[config.mk]
export PLATFORM = sky130hd
export DESIGN_NAME = bcd_countdown_timer
export DESIGN_NICKNAME = d
export VERILOG_FILES = /design/src/rtl/bcd_countdown_timer.sv
export SDC_FILE = /design/constraint.sdc
export NUM_CORES = 1
export LEC_CHECK = 0
export ABC_AREA = 1
export BUFFER_PORTS_ARGS = -buffer_cell sky130_fd_sc_hd__clkbuf_2
export CAP_MARGIN = 20
export CORE_MARGIN = 3
export CORE_UTILIZATION = 30
export CTS_CLUSTER_DIAMETER = 60
export DETAILED_ROUTE_END_ITERATION = 8
export GPL_TIMING_DRIVEN = 0
export MAX_ROUTING_LAYER = met4
export PLACE_DENSITY = 0.5
export SYNTH_ARGS = -nofsm -noshare
export SYNTH_HDL_FRONTEND = slang
export SYNTH_SLANG_ARGS = --single-unit
[constraint.sdc]
create_clock -name clk -period 2.9 [get_ports clk]
set_input_delay 0.435 -clock clk [delete_from_list [all_inputs] [get_ports clk]]
set_output_delay 0.435 -clock clk [all_outputs]
set_load 0.01 [all_outputs]
[src/rtl/bcd_countdown_timer.sv]
// Six-digit BCD countdown timer (MM:SS.hh). Loads a sanitised preset, counts
// down one hundredth per tick while running, and flags expiry at 00:00.00.
module bcd_countdown_timer (
    input  logic        clk,
    input  logic        rst,
    input  logic        tick,
    input  logic        load,
    input  logic [23:0] load_val,
    input  logic        start,
    input  logic        stop,
    output logic [23:0] digits,
    output logic        running,
    output logic        done,
    output logic        expired
);

    typedef enum logic [1:0] {
        IDLE    = 2'd0,
        RUN     = 2'd1,
        PAUSED  = 2'd2,
        EXPIRED = 2'd3
    } state_t;

    state_t      state_q, state_d;
    logic [23:0] digits_q, digits_d;
    logic        done_q, done_d;
    logic        running_q, running_d;
    logic        expired_q, expired_d;

    logic [23:0] load_clean;
    logic [23:0] dec_val;
    logic [6:0]  borrow;

    assign borrow[0] = 1'b1;

    // Digit 3 is seconds-tens, the only digit whose range stops at 5.
    generate
        for (genvar gi = 0; gi < 6; gi++) begin : g_digit
            localparam logic [3:0] DMAX = (gi == 3) ? 4'd5 : 4'd9;
            logic [3:0] cur;
            logic [3:0] raw;

            assign cur = digits_q[gi*4 +: 4];
            assign raw = load_val[gi*4 +: 4];

            assign load_clean[gi*4 +: 4] = (raw > DMAX) ? DMAX : raw;

            assign dec_val[gi*4 +: 4] = !borrow[gi]    ? cur  :
                                        (cur == 4'd0)  ? DMAX : cur - 4'd1;
            assign borrow[gi+1] = borrow[gi] && (cur == 4'd0);
        end
    endgenerate

    always_comb begin
        state_d  = state_q;
        digits_d = digits_q;
        done_d   = 1'b0;

        if (load) begin
            digits_d = load_clean;
            state_d  = IDLE;
        end else if (stop && state_q == RUN) begin
            state_d = PAUSED;
        end else if (stop) begin
            state_d = state_q;
        end else if (start && (state_q == IDLE || state_q == PAUSED)) begin
            if (digits_q != 24'd0) begin
                state_d = RUN;
            end
        end else if (tick && state_q == RUN) begin
            digits_d = dec_val;
            if (dec_val == 24'd0) begin
                state_d = EXPIRED;
                done_d  = 1'b1;
            end
        end

        running_d = (state_d == RUN);
        expired_d = (state_d == EXPIRED);
    end

    always_ff @(posedge clk) begin
        if (rst) begin
            state_q   <= IDLE;
            digits_q  <= 24'd0;
            done_q    <= 1'b0;
            running_q <= 1'b0;
            expired_q <= 1'b0;
        end else begin
            state_q   <= state_d;
            digits_q  <= digits_d;
            done_q    <= done_d;
            running_q <= running_d;
            expired_q <= expired_d;
        end
    end

    assign digits  = digits_q;
    assign running = running_q;
    assign done    = done_q;
    assign expired = expired_q;

endmodule

* After elaboration in Yosys (flattened, before gate mapping)
Cells that the tools add are included.
Operators by class: equality and inequality tests 7, reductions and logical operators 20, add/sub/neg operators 6, bitwise logic cells 1, $lt $le $gt $ge 6, multiplexer cells 30
Operators by type and width (count):
- $mux W24 | 5
- $mux W4 | 17
- $logic_not A24 Y1 | 1
- $logic_not A4 Y1 | 6
- $reduce_bool A24 Y1 | 1
- $sub A4 B1 Y4 const B | 6
- $gt A4 B4 Y1 const B | 5
- $mux W2 | 7
- $logic_and A1 B1 Y1 | 7
- $ne A2 B2 Y1 const B | 3
- $reduce_or A6 Y1 | 1
- $eq A2 B1 Y1 const B | 2
- $eq A2 B2 Y1 const B | 2
- $gt A4 B3 Y1 const B | 1
- $reduce_and A4 Y1 | 1
- $logic_not A2 Y1 | 1
- $reduce_bool A2 Y1 | 1
- $logic_or A1 B1 Y1 | 1
- $mux W1 | 1
- $not A1 Y1 | 1
Word-level totals: flip-flop bits (word level) 29, logic and storage cells 75, input port bits 30

* Longest topological paths before layout
Gate-level depths: netlist (run 1).
depth after elaboration 14, gate-level depth with buffers 14, depth with buffers taken out 13

* Worst setup path after synthesis (run 1)
No wires, ideal clock.
kind flip-flop to flip-flop, from register digits_q[2] (netlist: digits[2]), to register digits_q[23] (netlist: digits[23]), cell stages (with the launch flop) 12, setup slack 1.243 ns, arrival 1.535 ns, data required time 2.778 ns, cell sequence dfxtp_1 -> nor2_4 -> nand2_4 -> nor2_8 -> buf_12 -> nand3_4 -> nor2_2 -> inv_2 -> o21ai_1 -> nand3_1 -> o211ai_1 -> a21oi_1
Between the ends: word-level cells in the longest chain between the ends 11
Ends and longest elaborated chain:
- start: declaration | RTL line 25 | logic [23:0] digits_q, digits_d;
- start signal: assignment | RTL line 91 | digits_q <= digits_d;
- $logic_not A4 Y1 | RTL line 50 | assign borrow[gi+1] = borrow[gi] && (cur == 4'd0);
- $logic_and A1 B1 Y1 (4 in series) | RTL line 50
- $mux W4 | RTL line 48 | assign dec_val[gi*4 +: 4] = !borrow[gi] ? cur :
- $mux W24 | RTL line 70 | end else if (tick && state_q == RUN) begin
- $mux W24 | RTL line 66 | end else if (start && (state_q == IDLE || state_q == PAUSED)) begin
- $mux W24 | RTL line 64 | end else if (stop) begin
- $mux W24 | RTL line 62 | end else if (stop && state_q == RUN) begin
- $mux W24 | RTL line 59 | if (load) begin
No other way between the ends. The select of a mux whose other input is x is not followed. A chain may end at the register's enable or synchronous reset.

* Worst setup path in the final report (run 1)
from register digits_q[2] (netlist: digits[2]), to register expired_q (netlist: expired)
Between the ends: word-level cells in the longest chain between the ends 14, elaborated cells on any way between the ends 22, those cells by class add/sub: 1; eq/ne: 1; mux: 13; reduce/logical: 7
Ends and longest elaborated chain:
- parallel branches: the longest is 9 deep, another holds $sub A4 B1 Y4
- $mux W2 * | RTL line 66
- $mux W2 * | RTL line 64
- $mux W2 * | RTL line 62
- $mux W2 * | RTL line 59
- $eq A2 B2 Y1 * | RTL line 79 | expired_d = (state_d == EXPIRED);
- end signal: assignment | RTL line 94 | expired_q <= expired_d;
- end: declaration | RTL line 28 | logic expired_q, expired_d;
Every way passes the cells marked *.

==> results of run 1 <==
## state kept, by name, indices dropped and copies added, names as in the netlist
signal,flops
state_q,2
digits,24
running,1
expired,1
done,1
## worst paths after layout
check                            endpoint  slack [ps]  cells after the start
hold reg to reg   digits[23]$_SDFFE_PP0P_         530                      2
setup / recovery       expired$_SDFF_PP0_         910                     13
setup reg to reg       expired$_SDFF_PP0_         910                     13
hold / removal    digits[23]$_SDFFE_PP0P_         390                      2
## critical path, cell delays in order (launching register included)
cell	delay [ps]
dfxtp_1	370
nor2_4	220
nand2_4	110
nor2_8	170
nand2_2	110
nand2_1	70
nand2_1	100
nor2_1	160
nand3_1	100
nor2_1	160
nand3_1	100
nand2_1	80
nand2_1	70
nor2_1	90
## Yosys cell counts (2+ instances only)
library cell	n
nand4_1	5
a21oi_1	21
inv_1	35
nor2_8	2
nor2_1	33
o21bai_1	2
nor3_1	3
nand2_2	7
clkbuf_1	8
o21a_1	2
nand2_4	3
nor2_2	5
dfxtp_1	29
nor4_1	3
nand2_1	64
a31oi_1	8
a22oi_1	5
nand3b_1	2
nor2_4	3
o21ai_0	39
nand3_1	18
a221oi_1	3
## cell usage in the layout, fill, tap and decap left out, types with 2 or more instances in the layout
cell,Yosys,layout
a21oi_1,21,21
a221oi_1,3,3
a22oi_1,5,5
a31oi_1,8,8
clkbuf_1,8,9
clkbuf_2,0,54
clkbuf_8,1,6
clkinv_2,0,2
dfxtp_1,29,29
inv_1,35,35
nand2_1,64,64
nand2_2,7,7
nand2_4,3,3
nand3_1,18,18
nand3b_1,2,2
nand4_1,5,5
nor2_1,33,33
nor2_2,5,5
nor2_4,3,3
nor2_8,2,2
nor3_1,3,3
nor4_1,3,3
o21a_1,2,2
o21ai_0,39,39
o21bai_1,2,2
## cell families after synthesis
kind of cell / after synthesis
flip-flops: 29
AND/OR/NAND/NOR: 151
XOR/XNOR: 1
AO/OA/AOI/OAI: 87
buffers and inverters: 48
## layer usage
layer  global-route usage, %  share of wire [%]  up-vias
met5                       -                  0        -
met4                   5.142                1.1        0
met3                   2.673                5.8        6
met2                   28.74                 46       62
met1                   24.32                 47     1073
li1                        -                  -     1196
## layout make-up
class | count | area, sq um | area share (%)
inverter | 37 | 138.9 | 5.528
multi-input combinational | 239 | 1269 | 50.50
buffer | 11 | 75.07 | 2.988
sequential | 29 | 580.6 | 23.11
clock inverter | 2 | 10.01 | 0.3984
timing repair buffer | 54 | 270.3 | 10.76
tap | 77 | 96.34 | 3.835
clock buffer | 6 | 72.57 | 2.888
## power groups by stage
stage | Combinational [mW] | Sequential [mW] | Clock [mW]
final | 0.358 | 0.463 | 0.331
after global routing | 0.406 | 0.469 | 0.366
after CTS | 0.360 | 0.463 | 0.349
after detailed placement | 0.358 | 0.473 | 0
after global placement | 0.357 | 0.473 | 0
after floorplan | 0.239 | 0.477 | 0
==> flow_metrics.tcl, run 1 <==
set metrics [dict create \
    hold_viol_final 0 \
    seqPwrFrac_pct 40.2 \
    syn-cell-area_sq_um 2063 \
    critPathLaunchType "register" \
    die_w_microns 88.93 \
    syn_inst 316 \
    utilization_pct 38.68 \
    timing.final.crit_share_pct 68.61 \
    nFillCells 720 \
    hold_ws_ps 385.2 \
    irDropWorstVdd_v 0.0001612 \
    synth-simple-area-share_pct 36.39 \
    place_inst 447 \
    slew_headroom_pct 62.53 \
    die_area_sq_um 7909 \
    finClkSkew_ps 8.748 \
    antenna_found_initial 0 \
    synth_edf_count 0 \
    status "finished, final reports clean" \
    synth_top_area_share_pct 28.14 \
    dr.pass1.iters 4 \
    synth.top_cells.by_area "dfxtp_1 (28%), nand2_1 (12%), o21ai_0 (9.5%), inv_1 (6.4%), nor2_1 (6.0%)" \
    hpwlAfterDp_microns 5168 \
    ys_seq_elements 29 \
    avgRoutedWirePerCell_microns 14.72 \
    synth-xor-area-share_pct 0.4245 \
    crit_fanout 6 \
    min_path_type "in2reg" \
    grt_usage_pct 18.22 \
    switching_share_pct 37.32 \
    clkTransAtPathRegs_ps 70 \
    place_congestion 0.8645 \
    rows 29 \
    synth_adder_area_share_pct 0 \
    viasPerCell 5.136 \
    antenna_cells 0 \
    grt_pass1_wl_microns 10740 \
    critical_path_class "reg2reg" \
    h-tree-depth 2 \
    overflow 0 \
    leakagePower_nw 1.205 \
    final_max_slew_viol_count 0 \
    portBuffers 54 \
    critical_path_required_ps 3120 \
    avgSynthCellArea_sq_um 6.529 \
    pwr-share-comb_pct 31.1 \
    hold_start "rst" \
    core-area_sq_um 6495 \
    preCtsSetupSlack_ps 828.7 \
    start_util_pct 31.77 \
    async_reset_ff_share_pct 0 \
    rsz0062_at_grt "false" \
    crit_arrival_ps 2210 \
    io_pins 57 \
    timing.rr.start "digits[2]$_SDFFE_PP0P_" \
    fin_cells 455 \
    cts_root_buffer "clkbuf_8" \
    layout-drive-gt1-share_pct 23.54 \
    fin_nets 407 \
    power_mw 1.153 \
    yosysUniqueCellTypes 38 \
    synth-seq-area-share_pct 28.14 \
    yosys_warnings 0 \
    synth_top_family_by_area "simple AND/OR/NAND/NOR gates" \
    design_area_sq_um 2512 \
    cts_buffers 5 \
    fin_crit_ps 1990 \
    drtAntennaViolNets 0 \
    setup_viol 0 \
    crit_path_start "digits[2]$_SDFFE_PP0P_" \
    clkPwrFrac_pct 28.7 \
    post_cts_buffers 0 \
    routed_wl_microns 6696 \
    intPower_uw 722.7 \
    tightest_slew_ps 562.0 \
    dpl-instance-area_sq_um 2430 \
    max_freq_ghz 0.5026 \
    synth_top_flop_cell "dfxtp_1" \
    clockBufferDepth 2 \
    cap_violations 0 \
    cts_hold_buf 0 \
    grt_pass1_vias 2160 \
    synth_compound_area_share_pct 24.68 \
    drt_iter0_drc 91 \
    drc 0 \
    endpoint_kind "register" \
    syn_nets 346 \
    powerDensity_nw_per_um2 458.9 \
    setup-tns-final_ps 0 \
    cts_tree "yes" \
    syn2layout_area_growth_pct 21.77 \
    cts_num_sinks 29 \
    grt_max_degree 11 \
    cts_resized 0 \
    worstSkewPairLatency_ps 290 \
    setup_ws_ps 910.2 \
    p_sw_uw 430.3 \
    num_vias 2337 \
    die_y_microns 88.93 \
    synthMuxAreaShare_pct 0 \
    yosysTopAreaCell "dfxtp_1" \
]
No activity file was read; power rests on OpenSTA's default activity.
==> run 2, diff against run 1 <==
- clock period: 2.9 -> 1.95 ns (I/O delays scaled with it)
==> flow_metrics.tcl, run 2 (same netlist as run 1, synthesis figures left out) <==
set metrics [dict create \
    status "finished, final reports clean" \
    mostFrequentLayoutCell "nand2_1" \
    seqPwrFrac_pct 39.3 \
    dr.pass1.iters 6 \
    viasPerCell 5.161 \
    rsz0062_at_grt "true" \
    r2r_slack_ps 140 \
    routed_wl_microns 6884 \
    overflow 0 \
    worstSkewPairLatency_ps 290 \
    pwr-share-comb_pct 32.6 \
    grt_usage_pct 18.34 \
    portBuffers 54 \
    largest_register_ffs 24 \
    switching_share_pct 37.58 \
    drc 0 \
    timing.final.crit_share_pct 93.07 \
    preCtsSetupSlack_ps -22.00 \
    min_path_type "in2reg" \
    antenna_found_initial 0 \
    die_w_microns 88.93 \
    finClkSkew_ps 7.848 \
    cts_hold_buf 0 \
    die_y_microns 88.93 \
    cts_buffers 5 \
    tightest_slew_ps 573.1 \
    place_congestion 0.8645 \
    endpoint_kind "register" \
    num_vias 2374 \
    routed.top_layer "met4" \
    layout_common_cells "nand2_1 (61), clkbuf_2 (57), o21ai_0 (38)" \
    grt_max_degree 11 \
    io_pins 57 \
    hold_viol_final 0 \
    p_sw_uw 665.4 \
    clockBufferDepth 2 \
    intPower_mw 1.106 \
    die_area_sq_um 7909 \
    h-tree-depth 2 \
    avgRoutedWirePerCell_microns 14.97 \
    max_freq_ghz 0.5510 \
    slew_headroom_pct 61.80 \
    utilization_pct 40.57 \
    syn2layout_area_growth_pct 27.71 \
    crit_fanout 5 \
    crit_arrival_ps 2040 \
    leakagePower_nw 1.264 \
    grt_pass1_vias 2171 \
    start_util_pct 31.77 \
    powerDensity_nw_per_um2 672.1 \
    core-area_sq_um 6495 \
    antenna_cells 0 \
    setup_ws_ps 135.2 \
    cts_root_buffer "clkbuf_8" \
    fin_cells 460 \
    drtAntennaViolNets 0 \
    fin_nets 412 \
    irDropWorstVdd_v 0.0002382 \
    wl_met2_microns 3257 \
    clkPwrFrac_pct 28.2 \
    fin_crit_ps 1815 \
    design_area_sq_um 2635 \
    cts_num_sinks 29 \
    clkTransAtPathRegs_ps 70 \
    power_mw 1.771 \
    grt_pass1_wl_microns 10810 \
    dpl-instance-area_sq_um 2430 \
    place_inst 447 \
    hpwlAfterDp_microns 5168 \
    m1WireLength_microns 3159 \
    critical_path_class "reg2reg" \
    rows 29 \
    critPathLaunchType "register" \
    drt_iter0_drc 108 \
    cts_tree "yes" \
    route.met3.wl_microns 392 \
    setup_viol 0 \
    layout-drive-gt1-share_pct 30.03 \
    final_max_slew_viol_count 0 \
    cap_violations 0 \
    critical_path_required_ps 2170 \
]
run 2: worst max-delay path, stage by stage (launching register included):
cell and delay [ps]:
dfxtp_4 350, nor2_4 150, nand2_4 100, nor2_8 170, buf_12 150, nand2_4 50, nand2_2 50, nand2_2 70
nor2_2 80, nand3_1 90, nor2_2 150, nand3_1 100, nand2_2 80, nand2_2 50, nor2_1 90
run 2: per-layer routing:
| metal | global-route usage (%) | vias to the layer above |
|---|---|---|
| met5 | - | - |
| met4 | 5.142 | 0 |
| met3 | 2.673 | 5 |
| met2 | 29.15 | 66 |
| met1 | 24.32 | 1103 |
| li1 | - | 1200 |
run 2: repair_timing:
action                     CTS  global route
gates resized for setup      0            32
setup endpoints to repair    2            23
setup buffers                1             3
gates cloned                 0             1
pin swaps                    1             5
run 2: worst paths after layout:
kind,start,endpoint,cells past startpoint
max,digits[1]$_SDFFE_PP0P_,expired$_SDFF_PP0_,14
min,rst,digits[23]$_SDFFE_PP0P_,2
max reg2reg,digits[1]$_SDFFE_PP0P_,expired$_SDFF_PP0_,14
min reg2reg,digits[23]$_SDFFE_PP0P_,digits[23]$_SDFFE_PP0P_,2
run 2: power groups by stage:
stage	clock network, mW	registers (mW)	logic (mW)
after detailed placement	0	0.703	0.532
after global placement	0	0.703	0.530
after global routing	0.546	0.704	0.649
final	0.499	0.695	0.577
after CTS	0.518	0.689	0.539
after floorplan	0	0.709	0.356
run 2: area by class of cell:
type | count | area [sq um]
plain buffers | 11 | 78.83
clock buffers | 6 | 72.57
clock inverters | 2 | 10.01
fillers | 711 | 3860
inverters | 37 | 138.9
multi-input cells | 239 | 1316
flip-flops and latches | 29 | 596.8
well taps | 77 | 96.34
repair buffers | 59 | 325.3
run 2: metrics by stage:
step	setup TNS (ps)	hold WS, ps
floorplan	0	466.2
global placement	-19.50	504.8
detailed placement	-41.69	520.7
CTS	0	234.3
global route	-5.578	235.6
finish	0	243.7
